==> config.mk <==
export PLATFORM = sky130hd
export DESIGN_NAME = exe_mem_pipe_buf
export DESIGN_NICKNAME = d
export VERILOG_FILES = /design/src/rtl/exe_mem_pkg.sv /design/src/rtl/pipe_skid_buf.sv /design/src/rtl/exe_mem_pipe_buf.sv
export SDC_FILE = /design/constraint.sdc
export NUM_CORES = 1
export LEC_CHECK = 0
export BUFFER_PORTS_ARGS = -buffer_cell sky130_fd_sc_hd__buf_4
export CORE_ASPECT_RATIO = 1.5
export CORE_MARGIN = 2
export CORE_UTILIZATION = 30
export CTS_CLUSTER_SIZE = 10
export DETAILED_ROUTE_END_ITERATION = 16
export GPL_TIMING_DRIVEN = 0
export PLACE_DENSITY = 0.47
export SYNTH_ARGS = -nofsm -noshare
export SYNTH_HDL_FRONTEND = slang
export SYNTH_SLANG_ARGS = --single-unit
==> constraint.sdc <==
create_clock -name clk -period 1.7 [get_ports clk]
set_input_delay 0.17 -clock clk [delete_from_list [all_inputs] [get_ports clk]]
set_output_delay 0.17 -clock clk [all_outputs]
set_load 0.05 [all_outputs]
==> src/rtl/exe_mem_pkg.sv <==
// exe_mem_pkg: shared types for the EXE->MEM pipeline buffer.
// Holds the default payload widths, the payload layout and the buffer state enum.
package exe_mem_pkg;

    localparam int DATA_W_DEF = 32;
    localparam int DEST_W_DEF = 4;
    localparam int PC_W_DEF   = 32;

    // Payload layout at the default widths. The top packs its ports in this
    // same field order, so the flat vector and the struct line up bit for bit.
    typedef struct packed {
        logic                  wb_en;
        logic                  mem_r_en;
        logic                  mem_w_en;
        logic [DEST_W_DEF-1:0] dest;
        logic [PC_W_DEF-1:0]   pc;
        logic [DATA_W_DEF-1:0] alu_res;
        logic [DATA_W_DEF-1:0] val_rm;
    } exe_mem_payload_t;

    // Occupancy of the two-slot buffer.
    typedef enum logic [1:0] {
        EMPTY = 2'd0,
        ONE   = 2'd1,
        FULL  = 2'd2
    } buf_state_t;

endpackage

==> src/rtl/pipe_skid_buf.sv <==
// pipe_skid_buf: generic two-slot valid/ready buffer (main + skid).
// in_ready comes straight from the state register, so the upstream ready
// never depends combinationally on out_ready. A flush empties both slots.
module pipe_skid_buf
    import exe_mem_pkg::*;
#(
    parameter int W = 8
) (
    input  logic         clk,
    input  logic         rst,
    input  logic         flush,
    input  logic         in_valid,
    output logic         in_ready,
    input  logic [W-1:0] in_data,
    output logic         out_valid,
    input  logic         out_ready,
    output logic [W-1:0] out_data
);

    buf_state_t   state, state_nxt;
    logic [W-1:0] main_q, skid_q;
    logic         accept, pop;
    logic         load_main_in, load_main_skid, load_skid;

    assign in_ready  = (state != FULL);
    assign out_valid = (state != EMPTY);
    assign out_data  = main_q;
    assign accept    = in_valid & in_ready & ~flush;
    assign pop       = out_valid & out_ready;

    // Next-state and slot-load decode; flush overrides every transition.
    always_comb begin
        state_nxt      = state;
        load_main_in   = 1'b0;
        load_main_skid = 1'b0;
        load_skid      = 1'b0;
        case (state)
            EMPTY: begin
                if (accept) begin
                    state_nxt    = ONE;
                    load_main_in = 1'b1;
                end
            end
            ONE: begin
                if (accept && pop) begin
                    load_main_in = 1'b1;
                end else if (accept) begin
                    state_nxt = FULL;
                    load_skid = 1'b1;
                end else if (pop) begin
                    state_nxt = EMPTY;
                end
            end
            FULL: begin
                if (pop) begin
                    state_nxt      = ONE;
                    load_main_skid = 1'b1;
                end
            end
            default: state_nxt = EMPTY;
        endcase
        if (flush) begin
            state_nxt      = EMPTY;
            load_main_in   = 1'b0;
            load_main_skid = 1'b0;
            load_skid      = 1'b0;
        end
    end

    // State register.
    always_ff @(posedge clk) begin
        if (rst) state <= EMPTY;
        else     state <= state_nxt;
    end

    // Slot registers; the skid entry only ever moves into main, keeping FIFO order.
    always_ff @(posedge clk) begin
        if (rst) begin
            main_q <= '0;
            skid_q <= '0;
        end else begin
            if (load_main_in)        main_q <= in_data;
            else if (load_main_skid) main_q <= skid_q;
            if (load_skid)           skid_q <= in_data;
        end
    end

endmodule

==> src/rtl/exe_mem_pipe_buf.sv <==
// exe_mem_pipe_buf: EXE->MEM pipeline stage with valid/ready backpressure,
// a one-entry skid buffer and flush. Optional perf counters are enabled by
// defining EXE_MEM_PERF_EN.
module exe_mem_pipe_buf
    import exe_mem_pkg::*;
#(
    parameter int DATA_W = DATA_W_DEF,
    parameter int DEST_W = DEST_W_DEF,
    parameter int PC_W   = PC_W_DEF
) (
    input  logic              clk,
    input  logic              rst,
    input  logic              flush,
    input  logic              in_valid,
    output logic              in_ready,
    input  logic              wb_en_in,
    input  logic              mem_r_en_in,
    input  logic              mem_w_en_in,
    input  logic [DEST_W-1:0] dest_in,
    input  logic [PC_W-1:0]   pc_in,
    input  logic [DATA_W-1:0] alu_res_in,
    input  logic [DATA_W-1:0] val_rm_in,
    output logic              out_valid,
    input  logic              out_ready,
    output logic              wb_en_out,
    output logic              mem_r_en_out,
    output logic              mem_w_en_out,
    output logic [DEST_W-1:0] dest_out,
    output logic [PC_W-1:0]   pc_out,
    output logic [DATA_W-1:0] alu_res_out,
    output logic [DATA_W-1:0] val_rm_out
`ifdef EXE_MEM_PERF_EN
    ,
    output logic [31:0]       stall_cnt,
    output logic [31:0]       bubble_cnt
`endif
);

    // Same field order as exe_mem_payload_t.
    localparam int W = 3 + DEST_W + PC_W + 2 * DATA_W;

    logic [W-1:0] in_data, out_data;
    logic         wb_en_raw, mem_r_en_raw, mem_w_en_raw;

    assign in_data = {wb_en_in, mem_r_en_in, mem_w_en_in, dest_in, pc_in,
                      alu_res_in, val_rm_in};

    pipe_skid_buf #(.W(W)) u_buf (
        .clk       (clk),
        .rst       (rst),
        .flush     (flush),
        .in_valid  (in_valid),
        .in_ready  (in_ready),
        .in_data   (in_data),
        .out_valid (out_valid),
        .out_ready (out_ready),
        .out_data  (out_data)
    );

    assign {wb_en_raw, mem_r_en_raw, mem_w_en_raw, dest_out, pc_out,
            alu_res_out, val_rm_out} = out_data;

    // Stale payload may sit in main after a flush; only the control bits
    // must be clean, so they are qualified with out_valid.
    assign wb_en_out    = wb_en_raw    & out_valid;
    assign mem_r_en_out = mem_r_en_raw & out_valid;
    assign mem_w_en_out = mem_w_en_raw & out_valid;

`ifdef EXE_MEM_PERF_EN
    // Stall and bubble counters; wrap freely, cleared only by reset.
    always_ff @(posedge clk) begin
        if (rst) begin
            stall_cnt  <= '0;
            bubble_cnt <= '0;
        end else begin
            if (out_valid && !out_ready) stall_cnt  <= stall_cnt + 32'd1;
            if (!out_valid)              bubble_cnt <= bubble_cnt + 32'd1;
        end
    end
`endif

endmodule

# ---- Word level (Yosys, flattened, before mapping)
# Index checks and enable logic that the tools add are counted.
dict set report totals {
  register_bits 208
  in_bits 108
  out_inout_bits 105
  wordCells 41
}
dict set report op_classes {
  n_eq_ne 7
  muxes 18
  bitwise_logic 7
  reduce_logical 6
}
# operator n
set op_table {}
lappend op_table {{2-to-1 mux 103 bit} 2}
lappend op_table {{2-to-1 mux 2 bit} 5}
lappend op_table {{2-to-1 mux 1 bit} 9}
lappend op_table {{AND 1 bit} 6}
lappend op_table {{one-hot mux 2 bit (3 select lines)} 1}
lappend op_table {{inequality test 2 x 1 -> 1 bit, second input constant} 2}
lappend op_table {{inequality test 2 bit, second input constant} 2}
lappend op_table {{AND reduction 4 bit} 1}
lappend op_table {{nonzero test 2 bit} 2}
lappend op_table {{inequality test 3 x 1 -> 1 bit, second input constant} 1}
lappend op_table {{equality test 2 x 1 -> 1 bit, second input constant} 1}
lappend op_table {{equality test 2 bit, second input constant} 1}
lappend op_table {{logical NOT 2 bit} 1}
lappend op_table {{one-hot mux 1 bit (2 select lines)} 1}
lappend op_table {{OR reduction 2 bit} 1}
lappend op_table {{logical AND 1 bit} 1}
lappend op_table {{inverter 1 bit} 1}

# ---- Longest topological paths before layout
dict set report depth {
  depth_word 8
  depth_mapped 7
  ltp_nobuf 3
}

# ---- By module
# From an unflattened synthesis, not the netlist that was laid out.
dict set report unflattened {
  cells_unflattened 984
  area_unflattened_um2 8847.2
}
# mod instances cells_each area_per_inst_um2 seq_area_each_um2
set by_module_without_submodules {}
lappend by_module_without_submodules {pipe_skid_buf 1 981 8828.5 4164.0}
lappend by_module_without_submodules {exe_mem_pipe_buf 1 3 18.8 0.0}

# ---- Worst setup path after synthesis
# No wires, ideal clock.
dict set report synth_timing {
  kind {register to register}
  start {register u_buf.state[1]}
  end {register u_buf.main_q[10], in the netlist u_buf.out_data[10]}
  setup_time_ns 0.142
  arrival_time_ns 1.397
  required_time_ns 1.558
  setup_slack_ns 0.161
  stages_incl_launch_ff 8
  path_buffers 4
  synth_period_minus_slack_ns 1.539
  cell_sequence {dfxtp_1 -> buf_2 -> or3b_1 -> buf_2 -> buf_6 -> buf_6 -> nor3_1 -> a311oi_1}
}
dict set report synth_between {
  elab_chain_len 8
  elab_cells_between_ends 18
  cone_classes {eq/ne (3); mux (8); bitwise (3); reduce/logical (4)}
}
# item line_no
set synth_lines {}
lappend synth_lines {{start, declared} pipe_skid_buf.sv:20} ;# buf_state_t state, state_nxt;
lappend synth_lines {{start signal, assigned} pipe_skid_buf.sv:73} ;# else state <= state_nxt;
lappend synth_lines {{inequality test 2 bit} pipe_skid_buf.sv:25} ;# assign in_ready = (state != FULL);
lappend synth_lines {{AND 1 bit (2 in a row)} pipe_skid_buf.sv:28} ;# assign accept = in_valid & in_ready & ~flush;
lappend synth_lines {{logical AND 1 bit} pipe_skid_buf.sv:45} ;# if (accept && pop) begin
lappend synth_lines {{2-to-1 mux 1 bit} pipe_skid_buf.sv:45}
lappend synth_lines {{one-hot mux 1 bit (2 select lines)} pipe_skid_buf.sv:37} ;# case (state)
lappend synth_lines {{2-to-1 mux 1 bit} pipe_skid_buf.sv:62} ;# if (flush) begin
lappend synth_lines {{2-to-1 mux 103 bit / nonzero test 2 bit (equally long branches)} n/a}
lappend synth_lines {{end signal, assigned} pipe_skid_buf.sv:82} ;# if (load_main_in) main_q <= in_data;
lappend synth_lines {{end signal, assigned} pipe_skid_buf.sv:83} ;# else if (load_main_skid) main_q <= skid_q;
lappend synth_lines {{end, declared} pipe_skid_buf.sv:21} ;# logic [W-1:0] main_q, skid_q;
# Several ways; a longest one is shown, not always the timed one.
# A chain may end at the register's enable or synchronous reset.

# ---- Worst setup path after layout
dict set report layout_timing {
  start {register u_buf.state[1]}
  end {register u_buf.main_q[92], in the netlist u_buf.out_data[92]}
}
# The elaborated chain is that of the path after synthesis.

==> results.py <==
metrics = {
    "final_layout": {
        "nets": 1628,
        "antennaDiodeCount": 0,
        "layout-drive-gt1-share_pct": 32.4,
        "fillers": 3238,
        "ff_latch_area_sq_um": 4170,
        "layout_common_cells": "buf_4 (323), nand2_1 (207), dfxtp_1 (206)",
        "final_core_util_pct": 43.4,
        "final_common_cell": "buf_4",
        "multi_input_area_sq_um": 4200,
        "syn2layout_area_growth_pct": 43.1,
    },
    "synth": {
        "ys_seq_elements": 208,
        "netlist_area_sq_um": 9610,
        "syn_nets": 1284,
        "synthCells": 1176,
        "seq_area_frac_synth_pct": 43.3,
        "netlist-cell-type-count": 29,
        "synth_area_per_cell_sq_um": 8.17,
        "ys_warn_count": 0,
    },
    "global_route": {
        "grt_usage_pct": 19.9,
        "grt_pass1_wl_mm": 53.3,
        "grt-ovfl-total": 0,
        "grt_start_max_net_pins": 12,
        "antenna_found_initial": 0,
        "grt_pass1_vias": 9704,
    },
    "drt": {
        "vias_per_cell": 5.00,
        "num_vias": 9661,
        "post_drt_wl_per_cell_um": 17.8,
        "totalWireLength_mm": 34.4,
        "dr.pass1.iters": 5,
        "drtIter0Drc": 480,
        "drc": 0,
        "drtAntennaViolNets": 0,
    },
    "pwr": {
        "p_leak_nw": 5.34,
        "powerDensity_nw_per_um2": 896,
        "ir_drop_mv": 0.592,
    },
    "critical_path": {
        "path_buf_inv": 3,
        "slowest_delay_ns": 0.40,
        "worstSetupPathType": "reg -> reg",
        "path_max_fanout": 10,
        "cpMostUsedCell": "buf_6",
        "cp-start-kind": "flop",
        "cp.arrival_ns": 2.05,
        "end_kind": "flop",
        "slowest_stage": "or3b_1",
        "crit_family": "simple AND/OR/NAND/NOR gates",
        "cp.required_ns": 2.08,
        "path_cells": "or3b_1 -> buf_6 -> buf_6 -> buf_6 -> nor3_1 -> a311oi_1",
    },
    "sta": {
        "fin_crit_sh_pct": 98.2,
        "rsz0062_at_grt": "true",
        "slew_violations": 0,
        "worst_slack_ns": 0.0302,
        "skew_ns": 0.00738,
        "setup-violations-final": 0,
        "worst_pin_slew_ns": 0.800,
        "fmax_mhz": 599,
        "slew_headroom_pct": 46.7,
        "finalHoldViolations": 0,
        "timing.final.crit_period_ns": 1.67,
        "fin_setup_tns_ns": 0,
    },
    "clock_network": {
        "clk_latency_ns": 0.53,
        "numCtsBuffers": 25,
        "clk_pin_slew_ns": 0.06,
        "cts.sinks": 208,
        "htree_levels": 1,
        "clockBufferDepth": 3,
        "cts_tree": "yes",
        "cts_root_buf": "clkbuf_16",
    },
    "status": {
        "status": "complete, no violations",
    },
    "floorplan": {
        "rows": 80,
        "ioPinCount": 213,
        "core_area_sq_um": 31700,
        "dieWidth_um": 150,
        "die_area_sq_um": 33500,
        "die_h_um": 223,
        "initial_core_util_pct": 30.3,
    },
    "hold_path": {
        "min_path_type": "in -> reg",
    },
    "job": {
        "drv_cap": 0,
    },
    "placed_design": {
        "hpwlAfterDp_mm": 23.9,
        "place_congestion": 0.787,
        "io_buffers": 211,
        "place_ws_ns": -0.471,
    },
}
-- through the flow --
stage / std cells / hold slack (ns) / area, sq um / total power (W)
final: 1933 / 0.0387 / 13800 / 0.0123
after global routing: 1933 / 0.0472 / 13800 / 0.0128
after CTS: 1933 / 0.0215 / 13500 / 0.0124
after detailed placement: 1797 / 0.415 / 11700 / 0.00746
after global placement: 1797 / 0.408 / 11700 / 0.00746
after floorplan: 1176 / 0.259 / 9610 / 0.00667
-- cell type report --
cell class	count	area share (%)
buffer	224	11.2
timing repair buffer	318	19.3
sequential	208	30.3
clock buffer	29	4.80
clock inverter	1	0.0637
tap	410	3.73
multi-input combinational	742	30.6
inverter	1	0.0273
-- power by group --
part	total [W]	internal, W	switching [W]	leakage, nW
Combinational	0.00241	0.000997	0.00142	3.31
Sequential	0.00518	0.00507	0.000109	1.70
Clock	0.00473	0.00269	0.00204	0.329
-- registers in the layout, summed over array words and instances, names as in the netlist --
name            cells
u_buf.out_data    103
u_buf.skid_q      103
u_buf.state         2
-- worst min-delay path, stage by stage --
cell	delay, ns
buf_4	0.11
mux2i_1	0.06
nor2_1	0.08
o21a_1	0.10
-- Yosys cell counts, drive strengths merged --
| library cell | number | area [sq um] |
|---|---|---|
| nor3b | 1 | 12.5 |
| nor2b | 4 | 25.0 |
| nand2 | 208 | 783 |
| nand3b | 1 | 7.51 |
| o21ai | 103 | 516 |
| or3b | 2 | 17.5 |
| a21oi | 104 | 521 |
| and4bb | 1 | 12.5 |
| o21a | 1 | 7.51 |
| inv | 1 | 3.75 |
| a311oi | 103 | 902 |
| nor3 | 103 | 646 |
| mux2i | 1 | 10.0 |
| nand3 | 103 | 515 |
| a2111oi | 1 | 8.76 |
| nand4bb | 1 | 11.3 |
| clkbuf | 58 | 221 |
| nor2 | 3 | 11.3 |
| nand2b | 2 | 12.5 |
| buf | 167 | 1200 |
| dfxtp | 208 | 4160 |
-- timing repair --
action	in CTS	in global routing
setup endpoints to repair	208	162
gates cloned	0	0
endpoints found under the hold margin	105	0
pin swaps	1	0
resized for setup	33	83
setup buffers	1	0
hold buffers	106	0
-- cells by family (layout without fill, tap and decap cells) --
kind of cell	count (synthesis)	in the layout	share of synthesized area, %
simple gates	429	429	21.4
compound gates	312	312	20.3
buf+inv	226	573	14.9
flops	208	208	43.3
mux	1	1	0.104
-- worst paths after layout --
kind | startpoint | endpoint | slack [ns] | cells past startpoint
max | u_buf.state[1] | u_buf.out_data[92] | 0.03 | 6
min | in_valid | u_buf.state[0] | 0.04 | 4
max reg2reg | u_buf.state[1] | u_buf.out_data[92] | 0.03 | 6
min reg2reg | u_buf.skid_q[0] | u_buf.out_data[0] | 0.47 | 2
-- metal layers --
metal	part of all wire (%)	track usage (%)	vias up	wire length [um]
li1	-	-	4766	-
met1	41	23.8	4558	14200
met2	51	36.2	275	17600
met3	4.7	2.64	62	1620
met4	2.9	6.85	0	988
met5	0	0	-	0
No activity file was read; power rests on OpenSTA's default activity.
